==> src/rtl/sram_fifo_pkg.sv <==
// rtl/sram_fifo_pkg.sv - shared constants and sizing helpers for the sram fifo reader
// Purpose: default read latency plus the skid-buffer depth and count-width
//          helpers used by sram_fifo_reader and sram_fifo_skid_buf.
// Ports:   none (package).
package sram_fifo_pkg;

  localparam int READ_LATENCY_DEFAULT = 1;

  // One slot per word that can be in flight plus one for the word being
  // presented downstream, so streaming never stalls.
  function automatic int buf_depth(input int lat);
    return lat + 1;
  endfunction

  // Width needed to hold counts 0..depth inclusive.
  function automatic int cnt_width(input int depth);
    return $clog2(depth + 1);
  endfunction

endpackage

==> src/rtl/sram_fifo_skid_buf.sv <==
// rtl/sram_fifo_skid_buf.sv - circular skid buffer holding words returned by the fifo
// Purpose: DEPTH-entry circular buffer with push, pop, flush and a count.
//          Storage is reset and the head is read straight from the storage
//          flops, so data_o never bypasses from push_data_i.
// Ports:   clk_i, rst_i (async, active high), flush_i (clears pointers/count),
//          push_i/push_data_i (write at tail), pop_i (advance head),
//          data_o (head word), cnt_o (words held).
module sram_fifo_skid_buf
  import sram_fifo_pkg::*;
#(
  parameter int DATA_WIDTH = 32,
  parameter int DEPTH      = 2,
  parameter int CNT_W      = cnt_width(DEPTH)
) (
  input  logic                  clk_i,
  input  logic                  rst_i,
  input  logic                  flush_i,
  input  logic                  push_i,
  input  logic [DATA_WIDTH-1:0] push_data_i,
  input  logic                  pop_i,
  output logic [DATA_WIDTH-1:0] data_o,
  output logic [CNT_W-1:0]      cnt_o
);

  localparam int PTR_W = (DEPTH > 1) ? $clog2(DEPTH) : 1;

  logic [DATA_WIDTH-1:0] mem_q [DEPTH];
  logic [DATA_WIDTH-1:0] mem_d [DEPTH];
  logic [PTR_W-1:0]      wr_ptr_q, wr_ptr_d;
  logic [PTR_W-1:0]      rd_ptr_q, rd_ptr_d;
  logic [CNT_W-1:0]      cnt_q, cnt_d;

  // DEPTH need not be a power of two, so wrap explicitly.
  function automatic logic [PTR_W-1:0] next_ptr(input logic [PTR_W-1:0] p);
    return (p == PTR_W'(DEPTH - 1)) ? '0 : p + PTR_W'(1);
  endfunction

  always_comb begin
    mem_d    = mem_q;
    wr_ptr_d = wr_ptr_q;
    rd_ptr_d = rd_ptr_q;
    cnt_d    = cnt_q;
    if (push_i) begin
      mem_d[wr_ptr_q] = push_data_i;
    end
    if (flush_i) begin
      wr_ptr_d = '0;
      rd_ptr_d = '0;
      cnt_d    = '0;
    end else begin
      if (push_i) wr_ptr_d = next_ptr(wr_ptr_q);
      if (pop_i)  rd_ptr_d = next_ptr(rd_ptr_q);
      // Simultaneous push and pop leaves the count unchanged.
      case ({push_i, pop_i})
        2'b10:   cnt_d = cnt_q + CNT_W'(1);
        2'b01:   cnt_d = cnt_q - CNT_W'(1);
        default: cnt_d = cnt_q;
      endcase
    end
  end

  always_ff @(posedge clk_i or posedge rst_i) begin
    if (rst_i) begin
      mem_q    <= '{default: '0};
      wr_ptr_q <= '0;
      rd_ptr_q <= '0;
      cnt_q    <= '0;
    end else begin
      mem_q    <= mem_d;
      wr_ptr_q <= wr_ptr_d;
      rd_ptr_q <= rd_ptr_d;
      cnt_q    <= cnt_d;
    end
  end

  assign data_o = mem_q[rd_ptr_q];
  assign cnt_o  = cnt_q;

endmodule

==> src/rtl/sram_fifo_reader.sv <==
// rtl/sram_fifo_reader.sv - read-side adapter absorbing the BRAM fifo read latency
// Purpose: issues pops to the fifo only when every returning word is sure of
//          a skid-buffer slot, tracks in-flight pops, and presents captured
//          words on a valid/ready stream at full throughput.
// Ports:   clk_i, rst_i (async, active high), flush_i (sync flush),
//          fifo_empty_i/fifo_data_i/fifo_pop_o (fifo read port),
//          valid_o/ready_i/data_o (downstream stream),
//          occupancy_o (buffered plus in-flight words).
module sram_fifo_reader
  import sram_fifo_pkg::*;
#(
  parameter int DATA_WIDTH   = 32,
  parameter int READ_LATENCY = READ_LATENCY_DEFAULT,
  parameter int BUF_DEPTH    = buf_depth(READ_LATENCY)
) (
  input  logic                           clk_i,
  input  logic                           rst_i,
  input  logic                           flush_i,
  input  logic                           fifo_empty_i,
  input  logic [DATA_WIDTH-1:0]          fifo_data_i,
  output logic                           fifo_pop_o,
  output logic                           valid_o,
  input  logic                           ready_i,
  output logic [DATA_WIDTH-1:0]          data_o,
  output logic [$clog2(BUF_DEPTH+1)-1:0] occupancy_o
);

  localparam int CNT_W = cnt_width(BUF_DEPTH);

  logic [READ_LATENCY-1:0] inflight_q, inflight_d;
  logic [CNT_W-1:0]        buf_cnt;
  logic [CNT_W-1:0]        inflight_cnt;
  logic [CNT_W-1:0]        occ;
  logic [CNT_W:0]          occ_ext, limit_ext;
  logic                    deq, pop, capture;

  assign deq = valid_o && ready_i;

  always_comb begin
    inflight_cnt = '0;
    for (int i = 0; i < READ_LATENCY; i++) begin
      inflight_cnt = inflight_cnt + CNT_W'(inflight_q[i]);
    end
  end

  assign occ = buf_cnt + inflight_cnt;

  // occ - deq < BUF_DEPTH, rearranged to avoid underflow. The dequeue term
  // makes ready_i -> fifo_pop_o combinational, which is what keeps one pop
  // per cycle while streaming.
  assign occ_ext   = {1'b0, occ};
  assign limit_ext = (CNT_W + 1)'(BUF_DEPTH) + {{CNT_W{1'b0}}, deq};
  assign pop       = !rst_i && !flush_i && !fifo_empty_i && (occ_ext < limit_ext);

  // Bit 0 records this cycle's pop; the top bit marks fifo_data_i valid now.
  always_comb begin
    inflight_d = '0;
    if (!flush_i) begin
      inflight_d[0] = pop;
      for (int i = 1; i < READ_LATENCY; i++) begin
        inflight_d[i] = inflight_q[i-1];
      end
    end
  end

  always_ff @(posedge clk_i or posedge rst_i) begin
    if (rst_i) begin
      inflight_q <= '0;
    end else begin
      inflight_q <= inflight_d;
    end
  end

  // A word landing in the flush cycle belongs to a pre-flush pop: drop it.
  assign capture = inflight_q[READ_LATENCY-1] && !flush_i;

  sram_fifo_skid_buf #(
    .DATA_WIDTH (DATA_WIDTH),
    .DEPTH      (BUF_DEPTH),
    .CNT_W      (CNT_W)
  ) u_skid_buf (
    .clk_i       (clk_i),
    .rst_i       (rst_i),
    .flush_i     (flush_i),
    .push_i      (capture),
    .push_data_i (fifo_data_i),
    .pop_i       (deq),
    .data_o      (data_o),
    .cnt_o       (buf_cnt)
  );

  assign fifo_pop_o  = pop;
  assign valid_o     = (buf_cnt != '0);
  assign occupancy_o = occ;

endmodule

==> config.mk <==
export PLATFORM = sky130hd
export DESIGN_NAME = sram_fifo_reader
export DESIGN_NICKNAME = d
export VERILOG_FILES = /design/src/rtl/sram_fifo_pkg.sv /design/src/rtl/sram_fifo_skid_buf.sv /design/src/rtl/sram_fifo_reader.sv
export SDC_FILE = /design/constraint.sdc
export NUM_CORES = 1
export LEC_CHECK = 0
export ABC_AREA = 1
export CAP_MARGIN = 25
export CORE_MARGIN = 10
export CORE_UTILIZATION = 25
export DETAILED_ROUTE_END_ITERATION = 16
export PLACE_DENSITY = 0.55
export SLEW_MARGIN = 10
export SYNTH_ARGS = -nofsm -noshare
export SYNTH_HDL_FRONTEND = slang
export SYNTH_HIERARCHICAL = 1
export SYNTH_SLANG_ARGS = --single-unit
==> constraint.sdc <==
create_clock -name clk_i -period 2.17 [get_ports clk_i]
set_clock_uncertainty 0.05 [all_clocks]
set_input_delay 0.434 -clock clk_i [delete_from_list [all_inputs] [get_ports clk_i]]
set_output_delay 0.434 -clock clk_i [all_outputs]
set_load 0.005 [all_outputs]
==> impl_metrics.json, run 1 <==
{
  "finalNetCount": 440,
  "hold_viol_final": 0,
  "grt_pass1_wl_um": 12700,
  "viasPerCell": 4.01,
  "ff_latch_area_mm2": 0.00173,
  "place.gp.congestion": 0.725,
  "rsz0062_at_grt": "no",
  "worstMarginPinSlew_ps": 375,
  "relSlewSlack_pct": 75.0,
  "r2r_slack_ps": 760,
  "cts_tree": "done",
  "ir_worst_vdd_mv": 0.468,
  "design_area_mm2": 0.00447,
  "clk_pin_slew_ps": 50,
  "start_util_pct": 25.5,
  "dpl_cell_area_mm2": 0.00422,
  "drtIter0Drc": 137,
  "yosys_register_bits": 69,
  "die-area_mm2": 0.0178,
  "fin_cells": 578,
  "period_minus_slack_ps": 2030,
  "maxSlewViolCount": 0,
  "place.port_buffers": 72,
  "cts-hold-fix-buffers": 0,
  "avgRoutedWirePerCell_um": 12.8,
  "max_freq_mhz": 493,
  "cts_buffers": 9,
  "maxCapViolCount": 0,
  "power_leakage_nw": 2.21,
  "placed_cells": 563,
  "crit_type": "flip-flop to primary output",
  "hold_class": "primary input to async pin",
  "fin_util_pct": 35.5,
  "core-area_mm2": 0.0126,
  "drive_gt1_share_pct": 24.1,
  "ctsHtreeMaxLevel": 3,
  "drc_errors": 0,
  "grt_usage_pct": 8.79,
  "syn_avg_cell_area_um2": 9.92,
  "worstPathRequired_ps": 1690,
  "antenna_found_initial": 0,
  "yosys.cell_types.count": 18,
  "mostFrequentLayoutCells": "nand2_1, dfrtp_1, inv_1, clkdlybuf4s50_1, o21ai_0",
  "drt-total-wl_um": 7380,
  "status": "finished clean",
  "syn_nets": 363,
  "num-fill-cells": 1308,
  "grt_remaining_overflow": 0,
  "min_period_over_period_pct": 93.5,
  "setup_viol": 0,
  "worst_ep_arrival_time_ps": 1550,
  "ios": 73,
  "grt_pass1_vias": 2532,
  "grt.busiest_layer": "met2",
  "p_total_mw": 4.15,
  "cp_max_fo": 16,
  "clkSinkCount": 69,
  "diodes": 0,
  "pwr_density_cell_mw_per_mm2": 927,
  "cp-start-kind": "flip-flop",
  "syn_area_mm2": 0.00322,
  "dieWidth_um": 134,
  "die_y_um": 134,
  "multi_input_area_mm2": 0.00123,
  "slowest_stage": "dfrtp_2",
  "path_cells": "buf_12 -> mux2_2 -> dlygate4sd2_1",
  "cts.path.max_buffers": 2,
  "rows": 41,
  "layout_commonest_cell": "nand2_1",
  "path_buf_inv": 2,
  "grt_max_degree": 69,
  "dp_hpwl_um": 5120,
  "grt_util_met1_pct": 9.86,
  "area_growth_pct": 38.8,
  "met2_usage_pct": 14.2,
  "ys_seq_area_share_pct": 53.6,
  "critPathTopFamily": "buffers and inverters",
  "cpPeakStageDelay_ps": 410,
  "firstDrtPassIters": 4,
  "netlist_instances": 325,
  "ys.warnings.count": 6,
  "cts-root-buf": "clkbuf_16",
  "gr-usage-met3_pct": 4.14,
  "vias": 2317,
  "end_kind": "primary output",
  "setup_tns_ps": 0,
  "clk_latency_ps": 330,
  "ant_nets": 0
}
-- sequential cells by signal, summed over array words and instances, names as in the netlist --
register             count
u_skid_buf/mem_q        64
u_skid_buf/cnt_o         2
inflight_q               1
u_skid_buf/rd_ptr_q      1
u_skid_buf/wr_ptr_q      1
-- metrics by stage --
stage | setup slack (ps) | hold WS, ps
after floorplan | 673 | 121
after global placement | 20.1 | 410
after CTS | 32.2 | 236
after global routing | 49.4 | 256
final | 141 | 252
after detailed placement | -19.0 | 414
-- area by class of cell --
| type | count | area share, % |
|---|---|---|
| Clock buffer | 14 | 6.12 |
| Clock inverter | 1 | 0.112 |
| Inverter | 45 | 3.86 |
| Multi-Input combinational cell | 194 | 27.4 |
| Sequential cell | 69 | 38.6 |
| Tap cell | 172 | 4.81 |
| Timing Repair Buffer | 83 | 19.0 |
-- power by group --
part | switching, mW | internal [mW]
Combinational | 0.470 | 0.639
Sequential | 0.132 | 1.54
Clock | 0.507 | 0.859
Total | 1.11 | 3.04
-- kinds of logic (layout without fill, tap and decap cells) --
kind of cell,Yosys count,count (layout),share of synthesized area [%]
AO/OA/AOI/OAI,71,71,14.8
adder cells (fa/ha/maj),1,1,0.388
buffers and inverters,62,143,9.01
flip-flops,69,69,53.6
multiplexers,32,32,11.2
AND/OR/NAND/NOR,90,90,11.0
-- cells in the mapped netlist --
| cell | count | area [um^2] |
|---|---|---|
| a21oi_1 | 4 | 20.0 |
| buf_2 | 4 | 20.0 |
| buf_6 | 7 | 78.8 |
| clkbuf_1 | 6 | 22.5 |
| dfrtp_1 | 69 | 1730 |
| ha_1 | 1 | 12.5 |
| inv_1 | 43 | 161 |
| inv_2 | 2 | 7.51 |
| mux2_2 | 32 | 360 |
| nand2_1 | 78 | 293 |
| nand2_2 | 2 | 12.5 |
| nand3_1 | 4 | 20.0 |
| nand4_1 | 2 | 12.5 |
| nor2_1 | 3 | 11.3 |
| o21a_1 | 1 | 7.51 |
| o21ai_0 | 34 | 170 |
| o21ai_2 | 32 | 280 |
| or2_1 | 1 | 6.26 |
-- worst reg2reg max path: stages (launching register included) --
cell	delay [ps]
dfrtp_1	410
inv_1	50
nor2_1	140
inv_2	50
or2_4	250
buf_12	180
nand2_1	110
o21ai_2	50
-- metal layers --
| layer | wire [um] | vias up |
|---|---|---|
| met1 | 3280 | 1080 |
| met2 | 3570 | 40 |
| met5 | 0 | - |
| met4 | 106 | 0 |
| met3 | 429 | 9 |
| li1 | - | 1188 |
-- timing repair --
item	CTS	global route
setup endpoints to repair	33	2
resized for setup	33	3
buffers inserted	0	0
-- final timing paths --
kind                            cells past startpoint                    to                 start
worst max-delay path                                3            data_o[31]   u_skid_buf/rd_ptr_q
worst min-delay path                                2            inflight_q                 rst_i
worst max register to register                      7  u_skid_buf/mem_q[41]            inflight_q
worst min register to register                      2  u_skid_buf/mem_q[43]  u_skid_buf/mem_q[43]
max in group asynchronous                           4   u_skid_buf/rd_ptr_q                 rst_i
min in group clk_i                                  2  u_skid_buf/mem_q[43]  u_skid_buf/mem_q[43]
No activity file was read; power rests on OpenSTA's default activity.
==> run 2, diff against run 1 <==
--- a/config.mk
+++ b/config.mk
@@ -7,7 +7,7 @@
 export LEC_CHECK = 0
 export ABC_AREA = 1
 export CAP_MARGIN = 25
-export CORE_MARGIN = 10
+export CORE_MARGIN = 2
 export CORE_UTILIZATION = 25
 export DETAILED_ROUTE_END_ITERATION = 16
 export PLACE_DENSITY = 0.55
==> impl_metrics.json, run 2 (synthesized netlist as in run 1, its figures left out) <==
{
  "ant_nets": 0,
  "fin_util_pct": 34.9,
  "cts.path.max_buffers": 2,
  "cts_buffers": 9,
  "antenna_found_initial": 0,
  "start_util_pct": 25.5,
  "pwr_density_cell_mw_per_mm2": 928,
  "rows": 41,
  "regMostFlops": "u_skid_buf/mem_q",
  "avgRoutedWirePerCell_um": 11.5,
  "place.port_buffers": 72,
  "dp_hpwl_um": 4470,
  "cp.depth": 5,
  "mostFrequentLayoutCells": "nand2_1, dfrtp_1, inv_1, clkdlybuf4s50_1, o21ai_0",
  "grt_util_met1_pct": 12.6,
  "p_total_mw": 4.09,
  "viasPerCell": 4.08,
  "clkSinkCount": 69,
  "grt_pass1_vias": 2497,
  "drt-total-wl_um": 6610,
  "drc_errors": 0,
  "maxSlewViolCount": 0,
  "r2r-start": "inflight_q",
  "clk_latency_ps": 320,
  "grt_remaining_overflow": 0,
  "die-area_mm2": 0.0138,
  "core-area_mm2": 0.0126,
  "path_cells": "ha_1 -> inv_1 -> nand2_1 -> nand2_2 -> clkdlybuf4s50_1",
  "cts_tree": "done",
  "met2_usage_pct": 17.0,
  "worstMarginPinSlew_ps": 377,
  "cts-hold-fix-buffers": 0,
  "finalNetCount": 440,
  "hold_viol_final": 0,
  "power_leakage_nw": 2.17,
  "worst_ep_arrival_time_ps": 1590,
  "slowest_stage": "clkdlybuf4s50_1",
  "ir_worst_vdd_mv": 0.303,
  "grt_max_degree": 69,
  "grt_pass1_wl_um": 11600,
  "path_buf_inv": 2,
  "maxCapViolCount": 0,
  "setup_tns_ps": 0,
  "crit_type": "flip-flop to primary output",
  "reg2reg_to": "u_skid_buf/mem_q[55]",
  "diodes": 0,
  "largest_register_ffs": 64,
  "clk_pin_slew_ps": 50,
  "r2r_slack_ps": 660,
  "min_period_over_period_pct": 95.4,
  "critPathTopFamily": "buffers and inverters",
  "hold_class": "primary input to async pin",
  "dieWidth_um": 118,
  "cp-start-kind": "flip-flop",
  "gr-usage-met3_pct": 2.37,
  "firstDrtPassIters": 4,
  "cts_setup_buffers": 0,
  "rsz0062_at_grt": "no",
  "cpPeakStageDelay_ps": 500,
  "place.gp.congestion": 0.713,
  "period_minus_slack_ps": 2070,
  "cp_max_fo": 3,
  "vias": 2351,
  "setup_viol": 0,
  "drive_gt1_share_pct": 23.5,
  "status": "finished clean",
  "r2r_cells": 7,
  "grt_usage_pct": 10.4,
  "end_kind": "primary output",
  "area_growth_pct": 36.8,
  "worstPathRequired_ps": 1690,
  "cts-root-buf": "clkbuf_16",
  "cts_resized": 33,
  "die_y_um": 118,
  "num-fill-cells": 1364,
  "ios": 73,
  "max_freq_mhz": 483,
  "relSlewSlack_pct": 74.9,
  "layout_commonest_cell": "nand2_1",
  "ctsHtreeMaxLevel": 3,
  "drtIter0Drc": 85,
  "grt.busiest_layer": "met2"
}
## run 2: where the power goes
part / switching [mW] / internal (mW) / total [mW]
Combinational: 0.451 / 0.633 / 1.08
Sequential: 0.132 / 1.54 / 1.67
Clock: 0.492 / 0.847 / 1.34
Total: 1.08 / 3.02 / 4.09
## run 2: routing by layer
layer / wire [um] / share of wire [%] / vias up
met1: 3140 / 47 / 1104
met5: 0 / 0 / -
met4: 152 / 2.3 / 0
met2: 3080 / 47 / 48
li1: - / - / 1190
met3: 238 / 3.6 / 9
## run 2: how the worst max path moves through the flow
stage / from / end / slack, ps
global route: inflight_q / occupancy_o[1] / 20
finish: inflight_q / occupancy_o[1] / 100
global placement: ready_i / fifo_pop_o / 10
detailed placement: ready_i / fifo_pop_o / -6
CTS: inflight_q / occupancy_o[1] / 70
floorplan: u_skid_buf/rd_ptr_q / data_o[12] / 670
## run 2: area by class of cell
| class | count | area [um^2] | area share (%) |
|---|---|---|---|
| sequential | 69 | 1730 | 39.2 |
| inverter | 45 | 173 | 3.92 |
| clock inverter | 1 | 7.51 | 0.170 |
| multi-input combinational | 194 | 1210 | 27.4 |
| timing repair buffer | 83 | 812 | 18.4 |
| clock buffer | 12 | 267 | 6.04 |
| tap | 172 | 215 | 4.88 |
## run 2: per-stage QoR
stage / hold WS (ps) / instance area, um^2 / cells / setup WS [ps]
final: 255 / 4410 / 576 / 99.3
after global routing: 248 / 4410 / 576 / 21.2
after CTS: 241 / 4410 / 576 / 65.8
after detailed placement: 415 / 4180 / 563 / -5.98
after global placement: 411 / 4180 / 563 / 11.6
after floorplan: 121 / 3230 / 325 / 673
